--- src/rtl/rmgmt_mem_arbiter.sv ---
// Round-robin arbiter sharing one data-memory bus between the base pipeline and the RISC-MGMT extension.
// Optional ext misalignment trap is enabled with `RMGMT_MEM_ALIGN_CHECK_EN.
module rmgmt_mem_arbiter #(
    parameter int ADDR_W = 32,
    parameter int DATA_W = 32
) (
    input  logic                  CLK,
    input  logic                  nRST,
    input  logic                  core_ren,
    input  logic                  core_wen,
    input  logic [ADDR_W-1:0]     core_addr,
    input  logic [DATA_W-1:0]     core_wdata,
    input  logic [DATA_W/8-1:0]   core_byte_en,
    output logic [DATA_W-1:0]     core_rdata,
    output logic                  core_busy,
    input  logic                  ext_ren,
    input  logic                  ext_wen,
    input  logic [ADDR_W-1:0]     ext_addr,
    input  logic [DATA_W-1:0]     ext_store,
    input  logic [DATA_W/8-1:0]   ext_byte_en,
    output logic [DATA_W-1:0]     ext_load,
    output logic                  ext_busy,
    output logic                  ext_fault,
    output logic                  bus_ren,
    output logic                  bus_wen,
    output logic [ADDR_W-1:0]     bus_addr,
    output logic [DATA_W-1:0]     bus_wdata,
    output logic [DATA_W/8-1:0]   bus_byte_en,
    input  logic [DATA_W-1:0]     bus_rdata,
    input  logic                  bus_busy
);

    typedef enum logic [1:0] {
        IDLE = 2'd0,
        CORE = 2'd1,
        EXT  = 2'd2
    } state_t;

    state_t              state_reg;
    logic                last_ext_reg;
    logic [DATA_W-1:0]   core_load_reg;
    logic [DATA_W-1:0]   ext_load_reg;

    logic core_pending;
    logic ext_raw;
    logic ext_pending;
    logic ext_misaligned;
    logic core_done;
    logic ext_done;
    logic core_capture;
    logic ext_capture;
    logic grant_core;
    logic grant_ext;

    assign core_pending = core_ren | core_wen;
    assign ext_raw      = ext_ren | ext_wen;

`ifdef RMGMT_MEM_ALIGN_CHECK_EN
    assign ext_misaligned = ((ext_byte_en == 4'b1111) && (ext_addr[1:0] != 2'b00)) ||
                            (((ext_byte_en == 4'b0011) || (ext_byte_en == 4'b1100)) && ext_addr[0]);
    assign ext_fault = nRST & (state_reg == IDLE) & ext_raw & ext_misaligned;
`else
    assign ext_misaligned = 1'b0;
    assign ext_fault      = 1'b0;
`endif

    // A misaligned ext request never competes for the bus.
    assign ext_pending = ext_raw & ~ext_misaligned;

    assign grant_core = core_pending & (~ext_pending | last_ext_reg);
    assign grant_ext  = ext_pending & (~core_pending | ~last_ext_reg);

    assign core_done = (state_reg == CORE) & ~bus_busy;
    assign ext_done  = (state_reg == EXT) & ~bus_busy;

    // Load data is only delivered to a requester that is still waiting for it.
    assign core_capture = core_done & core_pending & bus_ren;
    assign ext_capture  = ext_done & ext_raw & bus_ren;

    assign core_busy = core_pending & ~core_done;
    assign ext_busy  = ext_raw & ~ext_done & ~ext_fault;

    assign core_rdata = core_capture ? bus_rdata : core_load_reg;
    assign ext_load   = ext_capture ? bus_rdata : ext_load_reg;

    // The bus_* outputs double as the request register: loaded on grant, cleared on completion.
    always_ff @(posedge CLK or negedge nRST) begin
        if (!nRST) begin
            state_reg     <= IDLE;
            last_ext_reg  <= 1'b1;
            core_load_reg <= '0;
            ext_load_reg  <= '0;
            bus_ren       <= 1'b0;
            bus_wen       <= 1'b0;
            bus_addr      <= '0;
            bus_wdata     <= '0;
            bus_byte_en   <= '0;
        end else begin
            case (state_reg)
                IDLE: begin
                    if (grant_core) begin
                        state_reg   <= CORE;
                        bus_ren     <= core_ren & ~core_wen;
                        bus_wen     <= core_wen;
                        bus_addr    <= core_addr;
                        bus_wdata   <= core_wdata;
                        bus_byte_en <= core_byte_en;
                    end else if (grant_ext) begin
                        state_reg   <= EXT;
                        bus_ren     <= ext_ren & ~ext_wen;
                        bus_wen     <= ext_wen;
                        bus_addr    <= ext_addr;
                        bus_wdata   <= ext_store;
                        bus_byte_en <= ext_byte_en;
                    end
                end
                CORE, EXT: begin
                    if (!bus_busy) begin
                        state_reg    <= IDLE;
                        last_ext_reg <= (state_reg == EXT);
                        bus_ren      <= 1'b0;
                        bus_wen      <= 1'b0;
                        bus_addr     <= '0;
                        bus_wdata    <= '0;
                        bus_byte_en  <= '0;
                        if (core_capture) begin
                            core_load_reg <= bus_rdata;
                        end
                        if (ext_capture) begin
                            ext_load_reg <= bus_rdata;
                        end
                    end
                end
                default: begin
                    state_reg <= IDLE;
                end
            endcase
        end
    end

endmodule
--- config.mk ---
export PLATFORM = sky130hd
export DESIGN_NAME = rmgmt_mem_arbiter
export DESIGN_NICKNAME = d
export VERILOG_FILES = /design/src/rtl/rmgmt_mem_arbiter.sv
export SDC_FILE = /design/constraint.sdc
export NUM_CORES = 1
export LEC_CHECK = 0
export BUFFER_PORTS_ARGS = -buffer_cell sky130_fd_sc_hd__buf_2
export CELL_PAD_IN_SITES_DETAIL_PLACEMENT = 0
export CELL_PAD_IN_SITES_GLOBAL_PLACEMENT = 1
export CORE_ASPECT_RATIO = 1.1
export CORE_MARGIN = 2
export CORE_UTILIZATION = 36
export DETAILED_ROUTE_END_ITERATION = 16
export PLACE_DENSITY = 0.89
export SYNTH_ARGS = -nofsm -noshare
export SYNTH_HDL_FRONTEND = slang
export SYNTH_SLANG_ARGS = --single-unit
export TNS_END_PERCENT = 10
--- constraint.sdc ---
create_clock -name CLK -period 2.81 [get_ports CLK]
set_clock_uncertainty 0.2 [all_clocks]
set_input_delay 0 -clock CLK [delete_from_list [all_inputs] [get_ports CLK]]
set_output_delay 0 -clock CLK [all_outputs]
set_load 0.01 [all_outputs]
Word-level counts from Yosys, hierarchy flattened
Index checks and enable logic that the tools add are counted.
{ "totals": {"n_memories": 0, "out_inout_bits": 137, "mem_bits_rw": 0, "mem_bits_ro": 0, "regBits": 137, "latch_bits": 0, "wordCells": 67} }
{ "op_classes": {"reduce_logical": 6, "eq_ne": 4, "div": 0, "add_sub_neg": 0, "n_lt_le_gt_ge": 0, "bitwise": 24, "multipliers": 0, "mux": 24, "shifts": 0} }
{ "ops": {"columns": ["op", "n"], "rows": [
  ["$mux 32", 7],
  ["$pmux 32 s2", 2],
  ["$and 1x1->1", 12],
  ["$mux 4", 3],
  ["$not 1->1", 8],
  ["$pmux 4 s2", 1],
  ["$mux 2", 3],
  ["$mux 1", 5],
  ["$or 1x1->1", 4],
  ["$pmux 1 s2", 2],
  ["$pmux 2 s2", 1],
  ["$reduce_and 2->1", 2],
  ["$ne 3x3->1 const B", 1],
  ["$reduce_and 3->1", 1],
  ["$eq 2x1->1 const B", 1],
  ["$eq 2x2->1 const B", 1],
  ["$logic_not 2->1", 1],
  ["$ne 2x2->1 const B", 1],
  ["$reduce_bool 2->1", 1],
  ["$reduce_or 2->1", 1]
]} }

Longest topological paths before layout
Gate-level depths: netlist (run 1).
{ "depth": {"ltp_word": 7, "mapped_depth": 9, "depth_no_buf": 5} }

Least setup slack after synthesis (run 1)
No wires, ideal clock.
{ "synth_path": {"path_kind": "flip-flop to flip-flop", "startpoint": "reg state_reg[0]", "endpoint": "reg bus_wen", "required_time_ns": 2.485, "arrival_ns": 1.873, "setup_ns": 0.125, "stages_incl_launch_ff": 7, "n_path_buf": 1, "slack_ns": 0.612, "synth_period_minus_slack_ns": 2.198, "path_cell_list": "dfrtp_1 > inv_1 > ha_1 > and2_1 > a211oi_2 > buf_2 > mux2_2"} }
{ "synth_between": {"elab_chain_len": 4, "word_cells_on_any_way": 9, "classes_between": "eq/ne: 4; mux: 1; reduce/logical: 4"} }
{ "synth_lines": {"columns": ["item", "line", "source"], "rows": [
  ["start: declaration", "39", "state_t state_reg;"],
  ["start signal: assignment", "89", "state_reg <= IDLE;"],
  ["start signal: assignment", "102", "state_reg <= CORE;"],
  ["start signal: assignment", "109", "state_reg <= EXT;"],
  ["$eq 2x1->1 / $eq 2x2->1 (equally long branches)", "99", "case (state_reg)"],
  ["$reduce_or 2->1", "99", null],
  ["$ne 2x2->1 (no line) / $reduce_bool 2->1 (equally long branches)", null, null],
  ["$reduce_and 3->1 (no line)", null, null],
  ["end signal: assignment", "104", "bus_wen <= core_wen;"],
  ["end signal: assignment", "111", "bus_wen <= ext_wen;"],
  ["end: declaration", "25", "output logic bus_wen,"]
]} }
Parallel ways exist; a longest one is shown, timed or not.
A chain may end at the register's enable or synchronous reset.

Final worst setup path (run 1)
{ "layout_path": {"startpoint": "reg last_ext_reg", "endpoint": "reg bus_addr[9]"} }
{ "layout_between": {"elab_chain_len": 5, "word_cells_on_any_way": 9, "classes_between": "eq/ne: 1; mux: 2; bitwise: 5; reduce/logical: 1"} }
{ "layout_lines": {"columns": ["item", "line", "source"], "rows": [
  ["start: declaration", "40", "logic last_ext_reg;"],
  ["start signal: assignment", "120", "last_ext_reg <= (state_reg == EXT);"],
  ["$not 1->1", "71", "assign grant_ext = ext_pending & (~core_pending | ~last_ext_reg);"],
  ["$or 1x1->1", "71", null],
  ["$and 1x1->1", "71", null],
  ["$ne 3x3->1 (no line)", null, null],
  ["$reduce_and 3->1 (no line)", null, null],
  ["end signal: assignment", "105", "bus_addr <= core_addr;"],
  ["end signal: assignment", "112", "bus_addr <= ext_addr;"],
  ["end: declaration", "26", "output logic [ADDR_W-1:0] bus_addr,"]
]} }
Parallel ways exist; a longest one is shown, timed or not.

==> impl_metrics.json, run 1 <==
{
  "outcome": "complete, no violations",
  "cts_tree": "built",
  "setup_violations": 0,
  "drtIter0Drc": 435,
  "ys_seq_area_frac": 0.466,
  "synth_area_leaders": "dfrtp_1 46%, mux2_2 15%, o221ai_1 8.1%",
  "synth_seq_cells": 137,
  "nets": 1277,
  "cts_root_buf": "clkbuf_16",
  "floorplan.initialDensity": 0.369,
  "tightest_slew_ns": 0.913,
  "routed_wirelength_um": 25200,
  "crit_fanout": 69,
  "grt_usage": 0.230,
  "grt_pass1_wl_um": 39700,
  "final_max_slew_viol_count": 0,
  "p_clk_frac": 0.235,
  "start_kind": "register",
  "detail_route.first_pass.iterations": 5,
  "grt_max_degree": 79,
  "port_buffers": 310,
  "grt_overflow": 0,
  "yosysTopAreaCellShare": 0.462,
  "ios": 312,
  "die_width_um": 140,
  "stdcell_count": 1365,
  "antenna_found_initial": 1,
  "synth_edf_count": 0,
  "combPwrFrac": 0.472,
  "vias": 7278,
  "fin_setup_tns_ns": 0,
  "yosysWarnings": 0,
  "cts_htree_levels": 4,
  "placedCellCount": 1158,
  "first_global_vias": 7623,
  "p_int_mw": 6.32,
  "syn_avg_cell_area_um2": 11.3,
  "ys_types": 39,
  "hold_class": "in -> reg",
  "r2r-start": "last_ext_reg$_DFFE_PN1P_",
  "insertion_delay_ns": 0.41,
  "p_switching_mw": 3.82,
  "cp.required_ns": 2.90,
  "placementRows": 54,
  "max_freq_mhz": 365,
  "p_per_area_nw_per_um2": 885,
  "timing_worst_setup_path_type": "reg -> reg",
  "route.detailed.drc": 0,
  "rsz0062_at_grt": "no",
  "synth-main-ff-cell": "dfrtp_1",
  "fp.dieH_um": 154,
  "routedWlPerCell_um": 18.4,
  "final_layout_size_suffix_gt1_frac": 0.451,
  "design.die.area_um2": 21600,
  "area_growth_pct": 55.5,
  "async_flop_share": 1.00,
  "power.leakage_nw": 5.66,
  "slew_headroom": 0.389,
  "synth_top_area_cell": "dfrtp_1",
  "hold_depth": 4,
  "crit_arrival_ns": 2.83,
  "cts_sinks": 137,
  "core_area_um2": 19900,
  "clkTransAtPathRegs_ns": 0.06,
  "synth_area_um2": 7360,
  "worst_hold_startpoint": "ext_wen",
  "finalCriticalPeriod_ns": 2.74,
  "syn-num-nets": 830,
  "clk_path_buf_depth": 2,
  "numCtsBuffers": 17,
  "ff2ff_path_depth": 5,
  "switching_share": 0.377,
  "vias_per_cell": 5.33,
  "ant_nets": 0,
  "hold_violations": 0,
  "post-route-period-util": 0.974,
  "syn_inst": 652,
  "regToRegSetupSlack_ns": 0.07,
  "hpwl_um": 14800,
  "fill_cells": 1618,
  "hold-path-endpoint": "bus_ren$_DFFE_PN0P_",
  "drv_cap": 0,
  "worst_ir_drop_vdd_uv": 603,
  "gp_congestion": 0.762,
  "reg2reg_to": "bus_addr[9]$_DFFE_PN0P_",
  "pwr-share-seq": 0.293,
  "crit_path_end_kind": "register"
}
-- synth_stat cells, drive strengths merged, types with 2 or more instances --
| library cell | n |
|---|---|
| nand4 | 68 |
| inv | 73 |
| dfrtp | 136 |
| nor4b | 2 |
| nor3b | 3 |
| ha | 3 |
| nor2b | 3 |
| and2 | 2 |
| buf | 44 |
| clkbuf | 25 |
| nor2 | 5 |
| mux2 | 130 |
| o221ai | 68 |
| nand3 | 68 |
| nand2 | 2 |
| nand2b | 2 |
| a211oi | 2 |
| o22ai | 2 |
-- cells in the final DEF, fill, tap and decap left out, types with 7 or more instances in the layout --
cell type / n
buf_12: 7
dlygate4sd3_1: 174
buf_2: 309
o221ai_1: 68
nand3_1: 68
nand4_1: 68
mux2_2: 100
inv_1: 73
dfrtp_1: 136
mux2_4: 30
clkbuf_16: 17
-- worst max path at each step --
stage,start,end,slack (ns)
after floorplan,state_reg[0]$_DFFE_PN0P_,bus_wen$_DFFE_PN0P_,0.61
after detailed placement,state_reg[0]$_DFFE_PN0P_,core_load_reg[1]$_DFFE_PN0P_,0.40
after CTS,state_reg[0]$_DFFE_PN0P_,bus_addr[5]$_DFFE_PN0P_,0.02
final,last_ext_reg$_DFFE_PN1P_,bus_addr[9]$_DFFE_PN0P_,0.07
after global routing,last_ext_reg$_DFFE_PN1P_,bus_addr[11]$_DFFE_PN0P_,0.02
after global placement,state_reg[0]$_DFFE_PN0P_,core_load_reg[9]$_DFFE_PN0P_,0.49
-- per-layer routing --
layer / GRT usage / vias to the layer above / part of all wire
met5: 0 / - / 0
met4: 0.0928 / 0 / 0.031
met3: 0.0620 / 68 / 0.080
met2: 0.398 / 416 / 0.50
met1: 0.271 / 3481 / 0.39
li1: - / 3313 / -
-- power groups by stage --
stage | registers [mW] | logic, mW | clock network [mW]
floorplan | 3.11 | 2.53 | 0
global placement | 2.96 | 4.09 | 0
detailed placement | 3.00 | 4.16 | 0
CTS | 2.96 | 4.67 | 2.45
global route | 3.05 | 5.18 | 2.53
finish | 2.97 | 4.79 | 2.38
-- critical path, cell delays in order (launching register included) --
cell and delay [ns]:
dfstp_2 0.56, o21bai_4 0.38, and2_2 0.30, buf_12 0.29, o221ai_1 0.21, dlygate4sd3_1 0.61
-- timing repair --
item / in CTS / in global routing
endpoints found under the hold margin: 274 / 0
hold buffers: 174 / 0
gates resized for setup: 0 / 5
endpoints found under the setup margin: 0 / 26
setup buffers: 0 / 0
-- metrics by stage --
step / total power, mW / setup WS [ns] / util / area [um2] / hold WS, ns
2_1_floorplan: 5.64 / 0.612 / - / 7360 / -0.496
4_1_cts: 10.1 / 0.0189 / 0.574 / 11400 / 0.00235
5_1_grt: 10.8 / 0.0189 / 0.575 / 11500 / 0.0724
6_report: 10.1 / 0.0727 / 0.575 / 11500 / 0.0479
3_5_place_dp: 7.15 / 0.399 / 0.455 / 9070 / -0.156
3_3_place_gp: 7.05 / 0.492 / 0.455 / 9070 / -0.158
-- cell families after synthesis --
logic type	share of synthesized area
mux	0.214
flops	0.466
simple gates	0.133
compound gates	0.0919
fa+ha+maj	0.00510
buf+inv	0.0902
other cells	0.000509
-- layout make-up --
type / count / area, um2 / share of cell area
Sequential cell: 137 / 3430 / 0.299
Antenna cell: 1 / 2.50 / 0.000219
Inverter: 73 / 274 / 0.0239
Multi-Input combinational cell: 373 / 3310 / 0.289
Clock inverter: 14 / 188 / 0.0164
Timing Repair Buffer: 497 / 3490 / 0.305
Tap cell: 252 / 315 / 0.0275
Clock buffer: 18 / 439 / 0.0384
No activity file was read; power rests on OpenSTA's default activity.
==> run 2, diff against run 1 <==
--- a/config.mk
+++ b/config.mk
@@ -13,6 +13,7 @@
 export CORE_UTILIZATION = 36
 export DETAILED_ROUTE_END_ITERATION = 16
 export PLACE_DENSITY = 0.89
+export REMOVE_ABC_BUFFERS = 1
 export SYNTH_ARGS = -nofsm -noshare
 export SYNTH_HDL_FRONTEND = slang
 export SYNTH_SLANG_ARGS = --single-unit
==> impl_metrics.json, run 2 (synthesized netlist as in run 1, its figures left out) <==
{
  "port_buffers": 310,
  "max_freq_mhz": 366,
  "area_growth_pct": 56.3,
  "drv_cap": 0,
  "ff2ff_path_depth": 7,
  "placementRows": 54,
  "ios": 312,
  "start_kind": "register",
  "finalCriticalPeriod_ns": 2.73,
  "core_area_um2": 19900,
  "drtIter0Drc": 350,
  "grt_usage": 0.232,
  "hold_class": "in -> reg",
  "hold_violations": 0,
  "utilization": 0.578,
  "crit_path_end_kind": "register",
  "insertion_delay_ns": 0.41,
  "mostFrequentLayoutCells": "309 x buf_2, 176 x dlygate4sd3_1, 136 x dfrtp_1",
  "routedWlPerCell_um": 18.5,
  "gp_congestion": 0.768,
  "vias_per_cell": 5.32,
  "post-route-period-util": 0.973,
  "design.die.area_um2": 21600,
  "p_per_area_nw_per_um2": 936,
  "reg2reg_to": "bus_wdata[3]$_DFFE_PN0P_",
  "worst_ir_drop_vdd_uv": 703,
  "post-cts-setup-buffer-count": 0,
  "clkTransAtPathRegs_ns": 0.06,
  "route.detailed.drc": 0,
  "regToRegSetupSlack_ns": 0.08,
  "slew_headroom": 0.505,
  "worst_hold_startpoint": "ext_wen",
  "die_width_um": 140,
  "cts_htree_levels": 4,
  "detail_route.first_pass.iterations": 4,
  "crit_arrival_ns": 2.82,
  "setup_violations": 0,
  "final_common_cell": "buf_2",
  "holdWs_ns": 0.0757,
  "r2r-start": "state_reg[0]$_DFFE_PN0P_",
  "cts_sinks": 137,
  "grt_max_degree": 78,
  "diodes": 0,
  "outcome": "complete, no violations",
  "nets": 1285,
  "floorplan.initialDensity": 0.369,
  "timing_worst_setup_path_type": "reg -> reg",
  "hold-path-endpoint": "bus_wen$_DFFE_PN0P_",
  "rsz0062_at_grt": "no",
  "grt_overflow": 0,
  "crit_fanout": 38,
  "tightest_slew_ns": 0.740,
  "cp-startpoint": "state_reg[0]$_DFFE_PN0P_",
  "ant_nets": 0,
  "hpwl_um": 15300,
  "routed_wirelength_um": 25300,
  "numCtsBuffers": 17,
  "power.leakage_nw": 5.76,
  "grt_pass1_wl_um": 40100,
  "cp.required_ns": 2.90,
  "fin_setup_tns_ns": 0,
  "final_layout_size_suffix_gt1_frac": 0.453,
  "cts_tree": "built",
  "fp.dieH_um": 154,
  "clk_path_buf_depth": 2,
  "cts_root_buf": "clkbuf_16",
  "antenna_found_initial": 0,
  "hold_depth": 4,
  "first_global_vias": 7640,
  "vias": 7299,
  "final_max_slew_viol_count": 0
}
run 2: changes by cell type in the layout (fill, tap and decap cells not counted), sizes merged:
| cell | change |
|---|---|
| buf | +6 |
| bufinv | -1 |
| clkbuf | +1 |
| clkinv | -1 |
| diode | -1 |
| dlygate4sd3 | +2 |
| inv | +1 |
run 2: worst max path at each step:
stage | to | depth (start not counted) | slack [ns]
floorplan | bus_addr[0]$_DFFE_PN0P_ | 5 | -3.05
global placement | ext_load_reg[27]$_DFFE_PN0P_ | 6 | 0.49
detailed placement | core_load_reg[17]$_DFFE_PN0P_ | 6 | 0.40
CTS | core_rdata[9] | 7 | 0.03
global route | bus_wdata[26]$_DFFE_PN0P_ | 7 | 0.001
finish | bus_wdata[3]$_DFFE_PN0P_ | 7 | 0.08
run 2: metal layers:
layer  GRT usage  vias to the layer above  wire length, um
met3      0.0723                       36             2190
met1       0.280                     3546            10000
met5           0                        -                0
li1            -                     3334                -
met2       0.400                      383            12800
met4      0.0683                        0              365
run 2: layout make-up:
type                            count  area [um2]
Clock inverter                     13         159
Clock buffer                       19         453
Sequential cell                   137        3430
Multi-Input combinational cell    373        3310
Fill cell                        1612        8420
Timing Repair Buffer              505        3570
Inverter                           73         274
Tap cell                          252         315
run 2: repair_timing:
item                                   in CTS  in global routing
setup endpoints to repair                   0                116
hold buffers                              176                  0
endpoints found under the hold margin     274                  0
gates resized for setup                     0                  4
run 2: metrics by stage:
step	worst slack (ns)	area, um2	std cells	total power, mW
2_1_floorplan	-3.05	6970	583	5.13
3_3_place_gp	0.487	9130	1164	7.15
3_5_place_dp	0.404	9130	1164	7.26
4_1_cts	0.0333	11500	1372	10.7
5_1_grt	0.00137	11500	1372	11.5
6_report	0.0766	11500	1372	10.8
run 2: power breakdown:
| part | switching [mW] | total [mW] | internal (mW) |
|---|---|---|---|
| Combinational | 2.69 | 5.48 | 2.80 |
| Sequential | 0.328 | 2.95 | 2.62 |
| Clock | 0.952 | 2.34 | 1.38 |
run 2: critical path, cell delays in order (launching register included):
cell and delay, ns:
dfrtp_1 0.40, inv_1 0.11, ha_2 0.35, and2_1 0.20, a211oi_4 0.33, buf_12 0.25
o221ai_1 0.15, dlygate4sd3_1 0.61
